## src/rtl/pipe_hazard_ctrl.sv

```systemverilog
// Pipeline hazard controller: sequences IF/ID, ID/EX, EX/MEM, MEM/WB enables/flushes for
// load-use stalls, taken-branch redirects and data-memory wait. Define PIPE_PERF_EN for counters.
module pipe_hazard_ctrl #(
    parameter int unsigned REG_W    = 5,
    parameter int unsigned ZERO_REG = 31,
    parameter int unsigned MAX_WAIT = 64,
    parameter int unsigned CNT_W    = 16
) (
    input  logic             clk,
    input  logic             reset,
    input  logic [REG_W-1:0] id_rs1,
    input  logic [REG_W-1:0] id_rs2,
    input  logic             id_use_rs2,
    input  logic [REG_W-1:0] ex_rd,
    input  logic             ex_mem_read,
    input  logic             br_taken,
    input  logic             mem_busy,
    output logic             pc_en,
    output logic             ifid_en,
    output logic             ifid_flush,
    output logic             idex_en,
    output logic             idex_flush,
    output logic             exmem_en,
    output logic             memwb_en,
    output logic             mem_timeout,
    output logic [CNT_W-1:0] stall_cnt,
    output logic [CNT_W-1:0] flush_cnt
);

    localparam int unsigned       WAIT_W     = $clog2(MAX_WAIT + 1);
    localparam logic [WAIT_W-1:0] WAIT_LIMIT = WAIT_W'(MAX_WAIT);
    localparam logic [REG_W-1:0]  ZERO_IDX   = REG_W'(ZERO_REG);

    typedef enum logic [1:0] {
        StRun,
        StLuStall,
        StFlush,
        StMemWait
    } state_e;

    state_e            state_q, state_d;
    logic [WAIT_W-1:0] wait_ctr_q, wait_ctr_d;
    logic              mem_timeout_q, mem_timeout_d;
    logic              lu_hit;
    logic              lu_check;

    always_comb begin
        lu_hit = ex_mem_read && (ex_rd != ZERO_IDX) &&
                 ((ex_rd == id_rs1) || (id_use_rs2 && (ex_rd == id_rs2)));
    end

    // The cycle after a stall or flush, ID holds a replayed or bubbled instruction.
    always_comb begin
        lu_check = 1'b0;
        unique case (state_q)
            StRun:     lu_check = 1'b1;
            StMemWait: lu_check = 1'b1;
            StLuStall: lu_check = 1'b0;
            StFlush:   lu_check = 1'b0;
            default:   lu_check = 1'b0;
        endcase
    end

    always_comb begin
        pc_en         = 1'b1;
        ifid_en       = 1'b1;
        ifid_flush    = 1'b0;
        idex_en       = 1'b1;
        idex_flush    = 1'b0;
        exmem_en      = 1'b1;
        memwb_en      = 1'b1;
        state_d       = StRun;
        wait_ctr_d    = '0;
        mem_timeout_d = mem_timeout_q;

        if (!reset) begin
            pc_en         = 1'b0;
            ifid_en       = 1'b0;
            ifid_flush    = 1'b1;
            idex_en       = 1'b0;
            idex_flush    = 1'b1;
            exmem_en      = 1'b0;
            memwb_en      = 1'b0;
            mem_timeout_d = 1'b0;
        end else if (mem_busy) begin
            pc_en    = 1'b0;
            ifid_en  = 1'b0;
            idex_en  = 1'b0;
            exmem_en = 1'b0;
            memwb_en = 1'b0;
            state_d  = StMemWait;
            wait_ctr_d = (wait_ctr_q == WAIT_LIMIT) ? wait_ctr_q
                                                    : wait_ctr_q + WAIT_W'(1);
            if (wait_ctr_d == WAIT_LIMIT) begin
                mem_timeout_d = 1'b1;
            end
        end else if (br_taken) begin
            ifid_flush = 1'b1;
            idex_flush = 1'b1;
            state_d    = StFlush;
        end else if (lu_check && lu_hit) begin
            pc_en      = 1'b0;
            ifid_en    = 1'b0;
            idex_flush = 1'b1;
            state_d    = StLuStall;
        end
    end

    always_ff @(posedge clk) begin
        if (!reset) begin
            state_q       <= StRun;
            wait_ctr_q    <= '0;
            mem_timeout_q <= 1'b0;
        end else begin
            state_q       <= state_d;
            wait_ctr_q    <= wait_ctr_d;
            mem_timeout_q <= mem_timeout_d;
        end
    end

    assign mem_timeout = mem_timeout_q;

`ifdef PIPE_PERF_EN
    logic [CNT_W-1:0] stall_cnt_q, stall_cnt_d;
    logic [CNT_W-1:0] flush_cnt_q, flush_cnt_d;

    always_comb begin
        stall_cnt_d = stall_cnt_q;
        flush_cnt_d = flush_cnt_q;
        if (!pc_en && !(&stall_cnt_q)) begin
            stall_cnt_d = stall_cnt_q + CNT_W'(1);
        end
        if (!mem_busy && br_taken && !(&flush_cnt_q)) begin
            flush_cnt_d = flush_cnt_q + CNT_W'(1);
        end
    end

    always_ff @(posedge clk) begin
        if (!reset) begin
            stall_cnt_q <= '0;
            flush_cnt_q <= '0;
        end else begin
            stall_cnt_q <= stall_cnt_d;
            flush_cnt_q <= flush_cnt_d;
        end
    end

    assign stall_cnt = stall_cnt_q;
    assign flush_cnt = flush_cnt_q;
`else
    assign stall_cnt = '0;
    assign flush_cnt = '0;
`endif

    // A flushed register must still load, otherwise the bubble never enters.
    a_ifid_flush_en: assert property (@(posedge clk) !reset || !ifid_flush || ifid_en);
    a_idex_flush_en: assert property (@(posedge clk) !reset || !idex_flush || idex_en);

endmodule

```

## config.mk

```make
export PLATFORM = sky130hd
export DESIGN_NAME = pipe_hazard_ctrl
export DESIGN_NICKNAME = d
export VERILOG_FILES = /design/src/rtl/pipe_hazard_ctrl.sv
export SDC_FILE = /design/constraint.sdc
export NUM_CORES = 1
export LEC_CHECK = 0
export ABC_CLOCK_PERIOD_IN_PS = 1400
export BUFFER_PORTS_ARGS = -buffer_cell sky130_fd_sc_hd__buf_2
export CORE_MARGIN = 3
export CORE_UTILIZATION = 38
export CTS_BUF_LIST = sky130_fd_sc_hd__clkbuf_2
export DETAILED_ROUTE_END_ITERATION = 10
export PLACE_DENSITY = 0.85
export SYNTH_ARGS = -nofsm -noshare
export SYNTH_HDL_FRONTEND = slang
export SYNTH_SLANG_ARGS = --single-unit
```

## constraint.sdc

```tcl
create_clock -name clk -period 1.4 [get_ports clk]
set_clock_uncertainty 0.05 [all_clocks]
set_input_delay 0.21 -clock clk [delete_from_list [all_inputs] [get_ports clk]]
set_output_delay 0.21 -clock clk [all_outputs]
set_load 0.02 [all_outputs]
```

==> key figures <==
Finish
  • Finished Layout Cells: 183
  • Fillers: between 200 and 250
  • Area delta synth->final: 30.1%
  • FF/Latch Area: 208 um2
  • Nets: between 150 and 200
  • Footprint of the multi-input gates: 571 um2
  • Fraction of layout cells with a size suffix above 1: around two fifths
  • Ant. Diodes: 0

Setup path
  • CP startpoint: id_rs2[0]
  • CP max FO: 3
  • Arrival @ worst endpoint: 1.49 ns
  • Critical Path Start Type: input port
  • Last element of the critical path: ifid_en
  • Worst Setup Path Type: input port to primary output
  • R2r endpoint: mem_timeout
  • R2R depth: 6
  • Critical path capture point type: primary output
  • R2r startpoint: wait_ctr_q[1]
  • FF-to-FF setup slack: -0.03 ns
  • Worst Path Required: 1.14 ns

Die
  • Core Box Area: 2100 um2
  • Die Ht: between 50 and 60 um
  • Initial cell density of the core: between 40% and 50%
  • Cell Rows: 16
  • DIE WIDTH: about 55 um
  • Die ar.: 2980 um2
  • IO Count: 61

Synth
  • Main flop type after synthesis: dfxtp_1
  • Post-synthesis sequential area ratio: about 22%
  • Post-synth EDFFs: 0
  • Top post-synthesis cells by area: buf_4 29%, dfxtp_1 22%, xor2_1 9.7%, xnor2_1 4.9%, inv_1 3.3%
  • Ys async rst share: 0%
  • Synth area leader: buf_4
  • Adder and majority gate portion of the synthesized area: 2.79%
  • Largest family of logic cells by synthesized area: buffers and inverters
  • Syn avg cell area: 7.95 um2
  • Simple-gate area share of the yosys netlist: 13.0%
  • Mapped cell area: 898 um2
  • Gate count after technology mapping: 113
  • Yosys top cell area share: a little under 30%
  • Netlist cell types: 29
  • Number of warnings issued by yosys: 0
  • Yosys reg bits: 10
  • Mux share of post-synthesis cell area: ~1.1%
  • Compound-cell area share of the yosys netlist: 12.7%
  • Post-synthesis xor/xnor area fraction: 14.6%

STA
  • Fmax: between 0.5 and 0.6 GHz
  • Final Cycle Share: 125%
  • Final hold viol count: 0
  • Final hold slack: 0.126 ns
  • RSZ-0062 raised after global routing: true
  • Fin crit period: 1.75 ns
  • TNS Setup: -1.07 ns
  • Setup ws final: -0.348 ns
  • Fin. max-slew vios: 0
  • Final Setup Violations: 4

Placement
  • Routability cong.: 0.817
  • Cells after DPL: about 170
  • DPL Wire Length: 1510 um
  • IO Port Bufs: 28

Route
  • First drt pass iteration count: 4
  • Routed vias/inst: roughly 4.4
  • # DRC: 0
  • DRT antenna net count: 0
  • Drt initial violations: 9
  • Drt total wl: 2100 um
  • Total vias in the final route: 799
  • Drt wl/cell: 11.5 um

GRT
  • Global-route wire length before repair: 2790 um
  • Number of global-route vias before repair: 715
  • Initial antenna violation count: 0
  • Global route overflow: 0
  • Gr usage total: between 10% and 20%
  • Largest net degree at the start of global routing: 6

Worst hold path
  • Hold path depth: 2
  • Worst min-delay path class: input port to flop

Outcome
  • Status: finished, violations left
  • Failing checks: setup timing

Clock tree
  • Cts-stage hold buffer count: 0
  • H-tree Lvls: 1
  • Clock slew seen by the registers of the worst setup and hold paths: around 0.10 ns
  • Clock tree buffer depth: 2
  • TritonCTS clock tree: done
  • Clock Latency Late Sink: 0.26 ns
  • CTS Sinks: 10
  • Root Driver: clkbuf_2
  • Cts bufs inserted: 3

Power
  • Leak pwr: a little under 0.6 nW
  • Power Dens Cells: 619 nW/um2
  • Maximum vdd ir drop: 509 uV

Job
  • Max-cap viol count: 0
-- critical path, stage by stage --
cell and delay, ns:
buf_6 0.09, xor2_1 0.16, nor4_1 0.32, a32oi_1 0.20
o31a_1 0.36, buf_6 0.15
-- synth_stat cells, types with 2 or more instances --
master and count:
a21oi_1 3, a32oi_1 2, and2_1 2, buf_4 35
dfxtp_1 10, ha_1 2, inv_1 8, nand2_1 5
nand3_1 4, nor2_1 8, nor3_1 2, o21ai_0 2
xnor2_1 5, xor2_1 10
-- sequential cells by signal (all words and copies together), names as in the netlist --
register / flops
mem_timeout: 1
state_q: 2
wait_ctr_q: 7
-- stage by stage --
stage	instance area, um2	worst slack, ns	util, %	power (mW)
4_1_cts	1130	-0.280	53.8	0.727
2_1_floorplan	1030	-0.225	-	0.528
5_1_grt	1170	-0.429	55.6	0.769
6_report	1170	-0.348	55.6	0.723
3_5_place_dp	1000	-0.331	47.7	0.534
3_3_place_gp	1000	-0.309	47.7	0.530
-- layout by cell type (no fill, tap or decap), types with 2 or more instances in the layout --
master / instances
dfxtp_1: 6
conb_1: 32
a32oi_1: 2
clkbuf_2: 3
a21oi_1: 3
o21ai_1: 2
xnor2_1: 4
xor2_1: 9
buf_2: 22
inv_1: 6
buf_4: 17
nand3_1: 4
dfxtp_2: 3
nor2_1: 8
buf_6: 5
nand2_1: 5
-- area by class of cell --
type	instances	area share [%]
tap	27	2.89
inverter	8	2.78
multi-input combinational	90	48.8
clock buffer	3	1.28
timing repair buffer	45	26.4
sequential	10	17.8
-- where the power goes --
group,leakage [nW],internal [mW],switching (mW),total (mW)
Combinational,0.485,0.104,0.168,0.272
Clock,0.0125,0.0584,0.0960,0.154
Sequential,0.0833,0.291,0.00670,0.297
Total,0.581,0.453,0.270,0.723
-- cells by family after synthesis --
group | Yosys count
buffers and inverters | 44
AND/OR/NAND/NOR | 25
AO/OA/AOI/OAI | 15
XOR/XNOR | 15
flip-flops | 10
adder cells (fa/ha/maj) | 2
other | 1
multiplexers | 1
-- timing repair --
item,4_1_cts,5_1_grt
pin swaps,12,5
setup buffers,8,3
endpoints found under the setup margin,6,8
resized for setup,17,10
-- per-layer routing --
layer	part of all wire (%)	wire [um]	global-route usage (%)	up-vias
met2	56	1190	29.3	41
met5	0	0	0	-
li1	-	-	-	391
met4	1.9	41	5.39	0
met3	11	227	4.90	6
met1	31	647	9.61	361
-- worst min path at each step --
stage                             end  slack, ns   startpoint
after global routing       state_q[0]       0.10     br_taken
after global placement    mem_timeout       0.38  mem_timeout
final                      state_q[0]       0.13     br_taken
after CTS                  state_q[0]       0.12     br_taken
after detailed placement  mem_timeout       0.40  mem_timeout
after floorplan            state_q[0]       0.26     br_taken
Power figures use the tool's default switching activity.
